**src/rtl/hazard_ctrl_pkg.sv**
```systemverilog
// ------------------------------------------------------------------
// hazard_ctrl_pkg: shared state encodings and widths for hazard_ctrl
// Rev 1.0
// ------------------------------------------------------------------
`default_nettype none

package hazard_ctrl_pkg;

  localparam int REG_ADDR_W_DEF = 5;

  // 2'd3 is unused; the sequencer treats it as RUN.
  typedef enum logic [1:0] {
    ST_RUN      = 2'd0,
    ST_MEM_WAIT = 2'd1,
    ST_FLUSH    = 2'd2
  } state_t;

endpackage

`default_nettype wire

```
**src/rtl/hazard_detect.sv**
```systemverilog
// ------------------------------------------------------------------
// hazard_detect: combinational load-use comparator (shared with forwarding)
// Rev 1.0
// ------------------------------------------------------------------
`default_nettype none

module hazard_detect #(
  parameter int REG_ADDR_W = 5
) (
  input  logic [REG_ADDR_W-1:0] id_rs1,
  input  logic [REG_ADDR_W-1:0] id_rs2,
  input  logic                  id_uses_rs1,
  input  logic                  id_uses_rs2,
  input  logic                  idex_memread,
  input  logic [REG_ADDR_W-1:0] idex_rd,
  output logic                  load_use
);

  logic rd_nonzero;
  logic hit_rs1;
  logic hit_rs2;

  // x0 is hard-wired to zero, so a load into it can never create a hazard.
  assign rd_nonzero = (idex_rd != '0);
  assign hit_rs1    = id_uses_rs1 & (idex_rd == id_rs1);
  assign hit_rs2    = id_uses_rs2 & (idex_rd == id_rs2);
  assign load_use   = idex_memread & rd_nonzero & (hit_rs1 | hit_rs2);

endmodule

`default_nettype wire

```
**src/rtl/hazard_ctrl.sv**
```systemverilog
// ------------------------------------------------------------------
// hazard_ctrl: load-use / branch-flush / memory-wait pipeline sequencer
// Rev 1.0
// ------------------------------------------------------------------
`default_nettype none

module hazard_ctrl
  import hazard_ctrl_pkg::*;
#(
  parameter int REG_ADDR_W   = REG_ADDR_W_DEF,
  parameter int FLUSH_CYCLES = 1,
  parameter int MEM_TIMEOUT  = 255
) (
  input  logic                  clk,
  input  logic                  rst_n,
  input  logic [REG_ADDR_W-1:0] id_rs1,
  input  logic [REG_ADDR_W-1:0] id_rs2,
  input  logic                  id_uses_rs1,
  input  logic                  id_uses_rs2,
  input  logic                  idex_memread,
  input  logic [REG_ADDR_W-1:0] idex_rd,
  input  logic                  exmem_memread,
  input  logic                  exmem_memwrite,
  input  logic                  dmem_ready,
  input  logic                  branch_taken,
  output logic                  pc_write,
  output logic                  ifid_write,
  output logic                  ifid_flush,
  output logic                  ctrl_clear,
  output logic                  pipe_freeze,
  output logic                  mem_err,
  output logic [15:0]           stall_cycles,
  output logic [1:0]            state_o
);

  localparam logic [3:0] FLUSH_RELOAD = 4'(FLUSH_CYCLES - 1);
  localparam logic [8:0] TIMEOUT_LIM  = 9'(MEM_TIMEOUT);

  state_t      state_q,      state_d;
  logic [3:0]  flush_cnt_q,  flush_cnt_d;
  logic [7:0]  wait_cnt_q,   wait_cnt_d;
  logic        mem_err_q,    mem_err_d;
  logic [15:0] stall_cnt_q,  stall_cnt_d;

  logic load_use;
  logic mem_busy;
  logic wait_last;

  hazard_detect #(
    .REG_ADDR_W (REG_ADDR_W)
  ) u_detect (
    .id_rs1       (id_rs1),
    .id_rs2       (id_rs2),
    .id_uses_rs1  (id_uses_rs1),
    .id_uses_rs2  (id_uses_rs2),
    .idex_memread (idex_memread),
    .idex_rd      (idex_rd),
    .load_use     (load_use)
  );

  assign mem_busy  = (exmem_memread | exmem_memwrite) & ~dmem_ready & ~mem_err_q;
  // wait_cnt_q is zero in RUN, so +1 is the number of frozen cycles including this one.
  assign wait_last = (({1'b0, wait_cnt_q} + 9'd1) >= TIMEOUT_LIM);

  always_comb begin
    state_d     = state_q;
    flush_cnt_d = flush_cnt_q;
    wait_cnt_d  = wait_cnt_q;
    mem_err_d   = mem_err_q;
    pc_write    = 1'b1;
    ifid_write  = 1'b1;
    ifid_flush  = 1'b0;
    ctrl_clear  = 1'b0;
    pipe_freeze = 1'b0;

    case (state_q)
      ST_RUN, ST_MEM_WAIT: begin
        if (mem_busy) begin
          pipe_freeze = 1'b1;
          pc_write    = 1'b0;
          ifid_write  = 1'b0;
          if (wait_last) begin
            mem_err_d  = 1'b1;
            wait_cnt_d = '0;
            state_d    = ST_RUN;
          end else begin
            wait_cnt_d = wait_cnt_q + 8'd1;
            state_d    = ST_MEM_WAIT;
          end
        end else begin
          wait_cnt_d = '0;
          state_d    = ST_RUN;
          if (branch_taken) begin
            ifid_flush = 1'b1;
            ctrl_clear = 1'b1;
            if (FLUSH_CYCLES > 1) begin
              state_d     = ST_FLUSH;
              flush_cnt_d = FLUSH_RELOAD;
            end
          end else if (load_use) begin
            pc_write   = 1'b0;
            ifid_write = 1'b0;
            ctrl_clear = 1'b1;
          end
        end
      end
      ST_FLUSH: begin
        // EX holds a bubble here, so branch_taken is deliberately ignored.
        if (mem_busy) begin
          pipe_freeze = 1'b1;
          pc_write    = 1'b0;
          ifid_write  = 1'b0;
        end else begin
          ifid_flush = 1'b1;
          ctrl_clear = 1'b1;
          if (flush_cnt_q <= 4'd1) begin
            flush_cnt_d = '0;
            state_d     = ST_RUN;
          end else begin
            flush_cnt_d = flush_cnt_q - 4'd1;
          end
        end
      end
      default: begin
        state_d     = ST_RUN;
        flush_cnt_d = '0;
        wait_cnt_d  = '0;
      end
    endcase

    if (!rst_n) begin
      pc_write    = 1'b0;
      ifid_write  = 1'b0;
      ifid_flush  = 1'b1;
      ctrl_clear  = 1'b1;
      pipe_freeze = 1'b0;
    end

    stall_cnt_d = stall_cnt_q;
    if (!pc_write && (stall_cnt_q != 16'hFFFF)) begin
      stall_cnt_d = stall_cnt_q + 16'd1;
    end
  end

  always_ff @(posedge clk or negedge rst_n) begin
    if (!rst_n) begin
      state_q     <= ST_RUN;
      flush_cnt_q <= '0;
      wait_cnt_q  <= '0;
      mem_err_q   <= 1'b0;
      stall_cnt_q <= '0;
    end else begin
      state_q     <= state_d;
      flush_cnt_q <= flush_cnt_d;
      wait_cnt_q  <= wait_cnt_d;
      mem_err_q   <= mem_err_d;
      stall_cnt_q <= stall_cnt_d;
    end
  end

  assign mem_err      = mem_err_q;
  assign stall_cycles = stall_cnt_q;
  assign state_o      = state_q;

endmodule

`default_nettype wire
```
**config.mk**
```make
export PLATFORM = sky130hd
export DESIGN_NAME = hazard_ctrl
export DESIGN_NICKNAME = d
export VERILOG_FILES = /design/src/rtl/hazard_ctrl_pkg.sv /design/src/rtl/hazard_detect.sv /design/src/rtl/hazard_ctrl.sv
export SDC_FILE = /design/constraint.sdc
export NUM_CORES = 1
export LEC_CHECK = 0
export BUFFER_PORTS_ARGS = -buffer_cell sky130_fd_sc_hd__buf_2
export CELL_PAD_IN_SITES_DETAIL_PLACEMENT = 1
export CELL_PAD_IN_SITES_GLOBAL_PLACEMENT = 2
export CORE_MARGIN = 2
export CORE_UTILIZATION = 30
export DETAILED_ROUTE_END_ITERATION = 10
export PLACE_DENSITY = 0.76
export SLEW_MARGIN = 20
export SYNTH_ARGS = -nofsm -noshare
export SYNTH_HDL_FRONTEND = slang
export SYNTH_SLANG_ARGS = --single-unit
export TNS_END_PERCENT = 5
```
**constraint.sdc**
```tcl
create_clock -name clk -period 5.1 [get_ports clk]
set_input_delay 1.275 -clock clk [delete_from_list [all_inputs] [get_ports clk]]
set_output_delay 1.275 -clock clk [all_outputs]
set_load 0.03 [all_outputs]
```
==> summary.md <==
| Metric | Value |
|---|---|
| Run status | `finished, final reports clean` |
| DR vias/cell | `4.591` |
| CP Data Required Time | `3.83 ns` |
| Root buffer cell | `clkbuf_8` |
| Syn Inst Count | `approximately 160` |
| Setup bufs post-CTS | `0` |
| Layout cells sized above 1 | `34.31%` |
| H-tree depth | `1` |
| Fin. Hold Viols | `0` |
| RePlAce Congestion | `0.7911` |
| Placement Rows | `26` |
| Fin. max-slew vios | `0` |
| Post-synth EDFFs | `0` |
| Syn Nets | `186` |
| Number of diodes | `0` |
| Yosys reg bits | `26` |
| Clock transition at the registers of the reported paths | `0.09 ns` |
| Area growth syn-to-layout | `21.74%` |
| DIE AREA | `a little under 6000 sq um` |
| CTS Buf Count | `3` |
| Leak | `0.8597 nW` |
| Adder-cell share of the synthesized area | `2.389%` |
| Placed Cells | `270` |
| WL per Instance | `12.20 um` |
| Clock Sinks | `26` |
| Fin worst setup slack | `1.081 ns` |
| Hold Path Cell Cnt | `1` |
| Final period util | `roughly four fifths` |
| Nets@finish | `232` |
| Port-buffer cells | `46` |
| Syn avg cell area | `9.884 sq um` |
| Die Y | `around 76 um` |
| Post-Synth XOR/XNOR Area | `roughly 17%` |
| CORE AREA | `5075 sq um` |
| First-pass GRT wire length | `roughly 6.0 mm` |
| Pin count of the biggest net entering global routing | `18` |
| Hold WC Path Type | `reg -> reg` |
| All-Layer GR Usage | `between 10 and 15%` |
| Yosys warns | `0` |
| Total number of vias | `1,258` |
| Wirelength, routed | `3.343 mm` |
| Synthesized cell area | `about 1600 sq um` |
| Period minus WS final | `4.019 ns` |
| Combinational family with the most area after synthesis | `simple AND/OR/NAND/NOR gates` |
| Main synth FF type | `dfrtp_1` |
| Routed Antenna Nets | `0` |
| Starting DRC count in detailed routing | `20` |
| Synth cell types | `43` |
| Post-Place Setup Slack | `1.070 ns` |
| Setup_tns | `0 ns` |
| GR Overflow Total | `0` |
| Unrepaired setup endpoints after global routing | `false` |
| Worst r2r dst | `stall_cycles[1]` |
| Startpoint class of the critical path | `primary input` |
| Peak VDD IR | `0.2374 mV` |
| CTS tree | `yes` |
| PostCTS Resize Cnt | `0` |
| Power per cell area | `368.9 nW/um^2` |
| Clk buf depth | `2` |
| Mux contribution to synthesized area | `1.672%` |
| Critical R2R Launch | `stall_cycles[0]` |
| Post-CTS Hold Buffers | `0` |
| Commonest non-fill, non-tap cell in the layout | `buf_2` |
| Most frequent cells in the layout | `buf_2 (46), dfrtp_1 (26), xor2_1 (18), nand2_1 (15), xnor2_1 (13)` |
| Final setup skew | `between 0.002 and 0.003 ns` |
| Die W | `76.38 um` |
| Worst Hold Slack | `0.4898 ns` |
| I/O pin total | `48` |
| Simple-gate share of the synthesized area | `26.19%` |
| Number of global-route vias before repair | `1,308` |
| R2r setup slk | `2.99 ns` |
| DRC viols | `0` |
| Register area share after synthesis | `41.40%` |
| DRT Pass-1 Iters | `4` |
| Post-synth ARST share | `100.0%` |
| Core Util, Final | `between 30% and 40%` |
| CP Max Fanout | `17` |
| Final setup viols | `0` |
| Initial Util | `30.97%` |
| Max frequency | `248.8 MHz` |
| Worst min-delay path startpoint | `mem_err` |
| Layout Cells excl Fill | `274` |
| Data arrival time of the critical path | `2.74 ns` |
| R2r worst-path depth | `7` |
| Post-synthesis compound-gate area fraction | `6.449%` |
| Detail Placement HPWL | `~2.7 mm` |
| MaxCap Viol Count | `0` |
| Clk Latency, worst-skew pair | `0.27 ns` |
| Initial antenna violation count | `0` |
| Critical path start-end classification | `in -> out` |
| Worst Hold Path EP | `mem_err` |
| Endpoint type of the worst setup path | `output pin` |
-- how the worst max path moves through the flow --
stage	start	endpoint	slack, ns
3_3_place_gp	idex_rd[0]	pc_write	1.07
3_5_place_dp	idex_rd[0]	pc_write	1.07
6_report	idex_rd[0]	pc_write	1.08
5_1_grt	idex_rd[0]	ifid_write	1.01
2_1_floorplan	idex_rd[0]	pc_write	1.23
4_1_cts	idex_rd[0]	pc_write	1.07
-- routing by layer --
metal / share of wire (%) / up-vias / wire, um / global-route usage [%]
met5: 0 / - / 0 / 0
met4: 0.42 / 0 / 14 / 2.727
met3: 2.4 / 2 / 80 / 1.777
met2: 51 / 14 / 1717 / 21.95
met1: 46 / 611 / 1530 / 15.43
li1: - / 631 / - / -
-- flip-flops by register name, indices dropped and copies added (netlist names) --
| register | count |
|---|---|
| mem_err | 1 |
| stall_cycles | 16 |
| state_o | 1 |
| wait_cnt_q | 8 |
-- where the power goes --
group	switching, mW	total (mW)	internal (mW)
clock network	0.0630	0.132	0.0689
logic	0.173	0.266	0.0928
registers	0.0555	0.308	0.253
-- worst max-delay path: stages --
cell and delay, ns:
buf_2 0.12, or4_1 0.53, o21ai_2 0.14, nor2_1 0.08, a21oi_4 0.13, buf_4 0.23, buf_2 0.23
-- cell usage after synthesis, types with 2 or more instances --
master,count,area share [%]
buf_4,3,1.4
xor2_1,18,10
nor2_2,8,3.2
nand4_1,7,2.8
dfrtp_1,26,41
nor4b_1,4,2.2
inv_1,6,1.4
or2_2,2,0.80
nand3_1,6,1.9
nand2_1,15,3.6
nor3_1,6,1.9
nor2_1,10,2.4
clkbuf_1,2,0.48
ha_1,3,2.4
o21bai_1,2,0.96
nor4_2,2,1.6
xnor2_1,13,7.2
-- cell families after synthesis --
kind of cell / Yosys count
adders and majority gates: 3
muxes: 2
AOI/OAI and AO/OA: 12
other: 1
buffers and inverters: 13
xor gates and xnor gates: 31
and+or+nand+nor: 71
DFF: 26
-- area by class of cell --
cell class	instances	area [sq um]
repair buffers	48	245.2
well taps	70	87.58
clock buffers	4	55.05
multi-input cells	120	852.1
fillers	631	3162
inverters	6	22.52
flip-flops and latches	26	650.6
-- per-stage QoR --
stage	instance area [sq um]	total power [mW]
6_report	1913	0.7058
5_1_grt	1913	0.7552
4_1_cts	1913	0.7187
3_5_place_dp	1858	0.5825
3_3_place_gp	1858	0.5789
2_1_floorplan	1572	0.4936
Note: power is estimated with default switching activity, not from simulation.
